### config.mk
export PLATFORM = sky130hd
export DESIGN_NAME = encoder_8b10b_multi
export DESIGN_NICKNAME = d
export VERILOG_FILES = /design/src/rtl/pcie_8b10b_pkg.sv /design/src/rtl/encoder_8b10b_lane.sv /design/src/rtl/encoder_8b10b_multi.sv
export SDC_FILE = /design/constraint.sdc
export NUM_CORES = 1
export LEC_CHECK = 0
export CORE_ASPECT_RATIO = 1.2
export CORE_MARGIN = 8
export CORE_UTILIZATION = 56
export DETAILED_ROUTE_END_ITERATION = 12
export PLACE_DENSITY = 0.83
export SLEW_MARGIN = 20
export SYNTH_ARGS = -nofsm -noshare
export SYNTH_HDL_FRONTEND = slang
export SYNTH_SLANG_ARGS = --single-unit
### constraint.sdc
create_clock -name clk_i -period 10.8 [get_ports clk_i]
set_input_delay 3.24 -clock clk_i [delete_from_list [all_inputs] [get_ports clk_i]]
set_output_delay 3.24 -clock clk_i [all_outputs]
set_load 0.005 [all_outputs]
### src/rtl/pcie_8b10b_pkg.sv
// ---------------------------------------------------------------------------
// pcie_8b10b_pkg
//
// Shared definitions for the PCIe Gen1/Gen2 8b/10b transmit encoder.
// Holds the 5b/6b and 3b/4b code tables, the list of legal control bytes,
// the 10-bit symbol type and a couple of frequently used byte constants.
//
// Code bit order is {a,b,c,d,e,i} for the 6-bit sub-block and {f,g,h,j}
// for the 4-bit sub-block, with the first transmitted bit as the MSB.
// Table rows are indexed by EDCBA (5b) or HGF (3b) of the byte.
// ---------------------------------------------------------------------------
package pcie_8b10b_pkg;

   typedef logic [9:0] sym10_t;

   localparam logic [7:0] K28_5 = 8'hBC;
   localparam logic [7:0] D21_5 = 8'hB5;

   // 5b/6b data codes used when the running disparity is negative
   localparam logic [5:0] ENC6_RDN [0:31] = '{
      6'b100111, 6'b011101, 6'b101101, 6'b110001,
      6'b110101, 6'b101001, 6'b011001, 6'b111000,
      6'b111001, 6'b100101, 6'b010101, 6'b110100,
      6'b001101, 6'b101100, 6'b011100, 6'b010111,
      6'b011011, 6'b100011, 6'b010011, 6'b110010,
      6'b001011, 6'b101010, 6'b011010, 6'b111010,
      6'b110011, 6'b100110, 6'b010110, 6'b110110,
      6'b001110, 6'b101110, 6'b011110, 6'b101011
   };

   // 5b/6b data codes used when the running disparity is positive
   localparam logic [5:0] ENC6_RDP [0:31] = '{
      6'b011000, 6'b100010, 6'b010010, 6'b110001,
      6'b001010, 6'b101001, 6'b011001, 6'b000111,
      6'b000110, 6'b100101, 6'b010101, 6'b110100,
      6'b001101, 6'b101100, 6'b011100, 6'b101000,
      6'b100100, 6'b100011, 6'b010011, 6'b110010,
      6'b001011, 6'b101010, 6'b011010, 6'b000101,
      6'b001100, 6'b100110, 6'b010110, 6'b001001,
      6'b001110, 6'b010001, 6'b100001, 6'b010100
   };

   // K28 is the only control code with its own 6-bit pattern (the comma)
   localparam logic [5:0] K28_6B_RDN = 6'b001111;
   localparam logic [5:0] K28_6B_RDP = 6'b110000;

   // 3b/4b data codes; row 7 holds the primary D.x.P7 form
   localparam logic [3:0] ENC4_D_RDN [0:7] = '{
      4'b1011, 4'b1001, 4'b0101, 4'b1100,
      4'b1101, 4'b1010, 4'b0110, 4'b1110
   };
   localparam logic [3:0] ENC4_D_RDP [0:7] = '{
      4'b0100, 4'b1001, 4'b0101, 4'b0011,
      4'b0010, 4'b1010, 4'b0110, 4'b0001
   };

   // Alternate D.x.A7 form, avoids a run of five equal bits across i/f
   localparam logic [3:0] ENC4_A7_RDN = 4'b0111;
   localparam logic [3:0] ENC4_A7_RDP = 4'b1000;

   // 3b/4b control codes
   localparam logic [3:0] ENC4_K_RDN [0:7] = '{
      4'b1011, 4'b0110, 4'b1010, 4'b1100,
      4'b1101, 4'b0101, 4'b1001, 4'b0111
   };
   localparam logic [3:0] ENC4_K_RDP [0:7] = '{
      4'b0100, 4'b1001, 4'b0101, 4'b0011,
      4'b0010, 4'b1010, 4'b0110, 4'b1000
   };

   // Every byte that may be sent as a control symbol
   localparam int NUM_LEGAL_K = 12;
   localparam logic [7:0] LEGAL_K [0:NUM_LEGAL_K-1] = '{
      8'h1C, 8'h3C, 8'h5C, 8'h7C, 8'h9C, 8'hBC,
      8'hDC, 8'hFC, 8'hF7, 8'hFB, 8'hFD, 8'hFE
   };

   function automatic logic is_legal_k(input logic [7:0] b);
      logic hit;
      hit = 1'b0;
      for (int i = 0; i < NUM_LEGAL_K; i++) begin
         if (b == LEGAL_K[i]) hit = 1'b1;
      end
      return hit;
   endfunction

   // A 6-bit sub-block is balanced when it has exactly three ones
   function automatic logic unbalanced6(input logic [5:0] c);
      int ones;
      ones = 0;
      for (int i = 0; i < 6; i++) ones = ones + int'(c[i]);
      return (ones != 3);
   endfunction

   // A 4-bit sub-block is balanced when it has exactly two ones
   function automatic logic unbalanced4(input logic [3:0] c);
      int ones;
      ones = 0;
      for (int i = 0; i < 4; i++) ones = ones + int'(c[i]);
      return (ones != 2);
   endfunction

endpackage

### src/rtl/encoder_8b10b_lane.sv
// ---------------------------------------------------------------------------
// encoder_8b10b_lane
//
// Purely combinational single-byte 8b/10b encoder. Lanes are chained by the
// parent so that rd_out of one lane feeds rd_in of the next.
//
// Ports:
//   data    8-bit byte, HGF EDCBA
//   is_k    encode as a control symbol
//   rd_in   running disparity before this symbol (1 = RD+)
//   sym     10-bit symbol {a,b,c,d,e,i,f,g,h,j}, a is the MSB
//   rd_out  running disparity after this symbol
//   k_err   control byte was not a legal K code
//
// Build option ENCODER_8B10B_KCHECK_EN: when defined, illegal control bytes
// raise k_err and are sent as the data code of the same byte. When not
// defined, k_err is 0 and the control tables are used unchecked.
// ---------------------------------------------------------------------------
module encoder_8b10b_lane
   import pcie_8b10b_pkg::*;
(
   input  logic [7:0] data,
   input  logic       is_k,
   input  logic       rd_in,
   output sym10_t     sym,
   output logic       rd_out,
   output logic       k_err
);

   logic [4:0] x;
   logic [2:0] y;
   logic       use_k;
   logic [5:0] six;
   logic [3:0] four;
   logic       rd_mid;
   logic       use_a7;

   assign x = data[4:0];
   assign y = data[7:5];

`ifdef ENCODER_8B10B_KCHECK_EN
   assign k_err = is_k && !is_legal_k(data);
   assign use_k = is_k && !k_err;
`else
   assign k_err = 1'b0;
   assign use_k = is_k;
`endif

   // 5b/6b stage: K23/K27/K29/K30 share the data 6-bit codes, only K28 differs.
   // An unbalanced sub-block flips the disparity seen by the 3b/4b stage.
   always_comb begin
      six = rd_in ? ENC6_RDP[x] : ENC6_RDN[x];
      if (use_k && (x == 5'd28)) begin
         six = rd_in ? K28_6B_RDP : K28_6B_RDN;
      end
      rd_mid = unbalanced6(six) ? !rd_in : rd_in;
   end

   // 3b/4b stage runs off the disparity left by the 6-bit sub-block. The A7
   // alternate is only needed where the P7 form would extend the run of equal
   // bits that the 6-bit code ends with.
   always_comb begin
      use_a7 = (!rd_mid && ((x == 5'd17) || (x == 5'd18) || (x == 5'd20))) ||
               ( rd_mid && ((x == 5'd11) || (x == 5'd13) || (x == 5'd14)));
      if (use_k) begin
         four = rd_mid ? ENC4_K_RDP[y] : ENC4_K_RDN[y];
      end else if ((y == 3'd7) && use_a7) begin
         four = rd_mid ? ENC4_A7_RDP : ENC4_A7_RDN;
      end else begin
         four = rd_mid ? ENC4_D_RDP[y] : ENC4_D_RDN[y];
      end
      rd_out = unbalanced4(four) ? !rd_mid : rd_mid;
   end

   assign sym = {six, four};

endmodule

### src/rtl/encoder_8b10b_multi.sv
// ---------------------------------------------------------------------------
// encoder_8b10b_multi
//
// Multi-symbol 8b/10b encoder for the PCIe Gen1/Gen2 transmit path. Encodes
// NUM_SYM bytes per beat with running disparity chained lane 0 -> lane N-1,
// and carried across beats in rd_q. One registered output stage behind a
// valid/ready handshake (no skid buffer).
//
// Parameters:
//   NUM_SYM      symbols per beat, 1, 2 or 4
// Ports:
//   clk_i        clock
//   rst_i        asynchronous active-high reset
//   in_valid_i   input beat valid
//   in_ready_o   a beat can be taken this cycle
//   data_i       bytes, lane n = [8n+7:8n], lane 0 goes out first
//   is_k_i       per-lane control flag
//   disp_set_i   load RD from disp_val_i before encoding this beat
//   disp_val_i   RD to load, 1 = RD+
//   out_valid_o  output beat valid
//   out_ready_i  downstream takes the output beat
//   symbol_o     symbols, lane n = [10n+9:10n]
//   rd_o         RD after the last lane of the output beat
//   k_err_o      per-lane illegal control byte flag
//
// Build option ENCODER_8B10B_KCHECK_EN enables illegal-K detection in the
// lanes; without it k_err_o stays 0.
// ---------------------------------------------------------------------------
module encoder_8b10b_multi
   import pcie_8b10b_pkg::*;
#(
   parameter int NUM_SYM = 2
)
(
   input  logic                    clk_i,
   input  logic                    rst_i,
   input  logic                    in_valid_i,
   output logic                    in_ready_o,
   input  logic [8*NUM_SYM-1:0]    data_i,
   input  logic [NUM_SYM-1:0]      is_k_i,
   input  logic                    disp_set_i,
   input  logic                    disp_val_i,
   output logic                    out_valid_o,
   input  logic                    out_ready_i,
   output logic [10*NUM_SYM-1:0]   symbol_o,
   output logic                    rd_o,
   output logic [NUM_SYM-1:0]      k_err_o
);

   logic                  accept;
   logic                  rd_q;
   logic                  out_valid_q;
   logic [10*NUM_SYM-1:0] sym_q;
   logic [NUM_SYM-1:0]    kerr_q;
   logic [10*NUM_SYM-1:0] sym_next;
   logic [NUM_SYM-1:0]    kerr_next;
   logic                  rd_chain [0:NUM_SYM];

   // The register frees up either when it is empty or when it drains this
   // cycle, so out_ready_i reaches in_ready_o combinationally.
   assign in_ready_o = !out_valid_q || out_ready_i;
   assign accept     = in_valid_i && in_ready_o;

   // Lane 0 starts either from the loaded value or from the last beat's RD
   assign rd_chain[0] = disp_set_i ? disp_val_i : rd_q;

   for (genvar n = 0; n < NUM_SYM; n++) begin : g_lane
      encoder_8b10b_lane u_lane (
         .data   (data_i[8*n +: 8]),
         .is_k   (is_k_i[n]),
         .rd_in  (rd_chain[n]),
         .sym    (sym_next[10*n +: 10]),
         .rd_out (rd_chain[n+1]),
         .k_err  (kerr_next[n])
      );
   end

   // Output stage and carried disparity. Everything only moves on accept, so
   // a stalled beat and its RD stay put; a drain without a new beat just
   // drops valid. rd_q doubles as the registered rd_o since both update
   // together.
   always_ff @(posedge clk_i or posedge rst_i) begin
      if (rst_i) begin
         out_valid_q <= 1'b0;
         sym_q       <= '0;
         kerr_q      <= '0;
         rd_q        <= 1'b0;
      end else if (accept) begin
         out_valid_q <= 1'b1;
         sym_q       <= sym_next;
         kerr_q      <= kerr_next;
         rd_q        <= rd_chain[NUM_SYM];
      end else if (out_ready_i) begin
         out_valid_q <= 1'b0;
      end
   end

   assign out_valid_o = out_valid_q;
   assign symbol_o    = sym_q;
   assign k_err_o     = kerr_q;
   assign rd_o        = rd_q;

endmodule

==> flow_summary.toml <==
[worst_setup_path]
cp_max_fo = 6
crit_type = "in2reg"
critPathSlowestCell = "fa_1"
r2r_setup_slack_ns = 1.25
critical_path.top_delay_family = "adder cells"
crit_arrival_ns = 13.04
max_stage_delay_ns = 0.54
r2r_cells = 40
r2r_start = "rd_o$_DFFE_PP0P_"
crit_buf_inv = 11
startpoint = "data_i[1]"
critPathRequiredTime_ns = 10.91
cpMostUsedCell = "inv_2"
reg2reg_to = "rd_o$_DFFE_PP0P_"
end_kind = "flop"
worstSetupStartpointType = "primary input"

[timing]
slew_viol_final = 0
fin_crit_sh = 1.20
finalSetupViolCount = 5
layout_min_cycle_time_ns = 12.93
rsz0062_at_grt = "true"
finClkSkew_ns = 0.00559
finalHoldViolCount = 0
fmax_ghz = 0.0773
maxSlewHeadroom = 0.357
fin_ws_ns = -2.13
tightestPinTransition_ns = 0.963

[cells_and_area]
fin_area_sq_mm = 0.00460
mostFrequentLayoutCell = "buf_4"
final_cell_mix = "80 x buf_4, 40 x clkdlybuf4s50_1, 35 x a21oi_1, 29 x o21ai_0, 25 x nand2_1"
multi_input_area_sq_mm = 0.00266
drive_gt1_frac = 0.345
seq_area_sq_um = 551
syn2layout_area_growth_pct = 43.4
fillers = 314
nets = 559
diodes = 0

[detailed_routing]
dr.pass1.iters = 5
ant_nets = 0
drc = 0
drt_iter0_markers = 248
routed_wl_um = 10400
wire_per_inst_um = 18.3
vias_per_cell = 6.31
vias = 3604

[placement]
gp_congestion = 0.999
pre_cts_ws_ns = -2.82
portBuffers = 46
placed_cell_area_sq_mm = 0.00417
dp_hpwl_um = 7040

[global_routing]
gr-total-overflow = 0
grt_max_degree = 37
grt_pass1_wl_um = 16300
antenna_found_initial = 0
grt_pass1_vias = 3433
grtUsageTotal = 0.232

[clocking]
clockRootBuffer = "clkbuf_8"
clk_latency_ns = 0.26
h-tree-depth = 1
postCtsHoldBufs = 0
cts-buffers-inserted = 3
cts_buffer_depth = 2
cts_tree = "built"
clkTransAtPathRegs_ns = 0.08
clock_sinks = 22

[job]
cap_violations = 0

[die]
die_area_sq_mm = 0.00842
rows = 30
die_h_um = 98.9
initial_core_util = 0.574
pin_count = 49
fp.coreArea_sq_mm = 0.00559
die_w_um = 85.1

[yosys]
yosysWarningCount = 0
syn_area_sq_mm = 0.00321
ys_types = 63
ys_ff_latch = 22
syn_inst = 407
synth_edf_count = 0
ys_seq_area_frac = 0.172
ys.flop_type = "dfrtp_1"
async_flop_share = 1.00
postSynthAreaPerCell_sq_um = 7.88

[hold_path]
min_path_type = "reg2reg"
hold_end = "symbol_o[14]$_DFFE_PP0P_"
worstHoldPathCells = 2
hold_start = "symbol_o[14]$_DFFE_PP0P_"

[run_status]
violations = "setup timing"
status = "finished with violations"
-- layout make-up --
| cell class | count | share of cell area |
|---|---|---|
| clock buffer | 3 | 0.00897 |
| inverter | 25 | 0.0226 |
| multi-input combinational | 322 | 0.578 |
| sequential | 22 | 0.120 |
| tap | 64 | 0.0174 |
| timing repair buffer | 135 | 0.254 |
-- registers in the layout, indices dropped and copies added, names as in the netlist --
register     cells
rd_o             1
symbol_o        20
out_valid_o      1
-- metal layers --
| layer | vias up | share of wire | global-route usage |
|---|---|---|---|
| li1 | 1662 | - | - |
| met1 | 1698 | 0.38 | 0.259 |
| met2 | 189 | 0.52 | 0.421 |
| met3 | 55 | 0.061 | 0.0225 |
| met4 | 0 | 0.044 | 0.124 |
| met5 | - | 0 | 0 |
-- worst max-delay path by stage --
stage,end,slack [ns],depth (start not counted)
2_1_floorplan,rd_o$_DFFE_PP0P_,-1.93,47
3_3_place_gp,rd_o$_DFFE_PP0P_,-2.58,46
3_5_place_dp,rd_o$_DFFE_PP0P_,-2.82,46
4_1_cts,rd_o$_DFFE_PP0P_,-2.02,45
5_1_grt,rd_o$_DFFE_PP0P_,-2.47,46
6_report,rd_o$_DFFE_PP0P_,-2.13,45
-- per-stage QoR --
step	setup TNS [ns]	hold slack (ns)	util	std cells
after floorplan	-5.45	0.473	-	408
after global placement	-9.51	0.466	0.746	546
after detailed placement	-10.55	0.479	0.746	546
after CTS	-7.33	0.492	0.788	566
after global routing	-8.45	0.528	0.823	571
final	-6.96	0.494	0.823	571
-- worst reg2reg max path, delay by kind of cell (launching register included) --
family,cells,cell delay (ns)
AOI/OAI and AO/OA,5,0.96
xor gates and xnor gates,5,1.09
adders and majority gates,14,5.03
buffers and inverters,9,0.70
DFF,1,0.46
muxes,2,0.57
and+or+nand+nor,5,0.58
-- cells in the mapped netlist (2+ instances only) --
| cell type | n | area [sq um] |
|---|---|---|
| o41ai_2 | 2 | 32.5 |
| a22oi_1 | 2 | 15.0 |
| nor3b_1 | 3 | 22.5 |
| o21ai_0 | 35 | 175 |
| a2bb2oi_1 | 3 | 26.3 |
| nor3_1 | 4 | 20.0 |
| a41oi_1 | 2 | 17.5 |
| a211o_1 | 4 | 35.0 |
| inv_1 | 25 | 93.8 |
| a311oi_1 | 3 | 26.3 |
| nor2_1 | 26 | 97.6 |
| o2bb2ai_1 | 2 | 17.5 |
| mux2_2 | 18 | 203 |
| o221ai_1 | 3 | 26.3 |
| and3_1 | 4 | 25.0 |
| a21oi_1 | 38 | 190 |
| clkbuf_1 | 32 | 120 |
| dfrtp_1 | 22 | 551 |
| nor2b_1 | 5 | 31.3 |
| o211ai_1 | 6 | 45.0 |
| nand2_1 | 26 | 97.6 |
| nand3_1 | 13 | 65.1 |
| fa_1 | 8 | 160 |
| buf_4 | 2 | 15.0 |
| xor2_1 | 5 | 43.8 |
| nand3b_1 | 5 | 37.5 |
| xnor2_1 | 7 | 61.3 |
| nand2b_1 | 13 | 81.3 |
| a21boi_0 | 2 | 15.0 |
| o22ai_1 | 6 | 37.5 |
| mux2i_1 | 14 | 140 |
| buf_1 | 4 | 15.0 |
| mux4_2 | 2 | 45.0 |
| and3b_1 | 2 | 17.5 |
| or2_2 | 5 | 31.3 |
| a31oi_1 | 2 | 12.5 |
| a32oi_1 | 2 | 17.5 |
| ha_1 | 18 | 225 |
| a211oi_1 | 8 | 60.1 |
-- timing repair --
item | in CTS | in global routing
gates resized for setup | 29 | 46
cloned | 1 | 0
pin swaps | 11 | 35
setup endpoints to repair | 5 | 5
setup buffers | 16 | 12
-- kinds of logic (layout without fill, tap and decap cells) --
logic type                 Yosys count  after routing  share of synthesized area
AOI/OAI and AO/OA                  133            133                      0.270
and+or+nand+nor                    111            111                      0.176
buffers and inverters               64            163                     0.0776
muxes                               35             35                      0.128
adders and majority gates           26             26                      0.120
DFF                                 22             22                      0.172
xor gates and xnor gates            15             15                     0.0558
other                                1              2                    0.00117
Power is not shown: default switching activity piles up to over one toggle a cycle in this logic, so the estimate is an artifact.
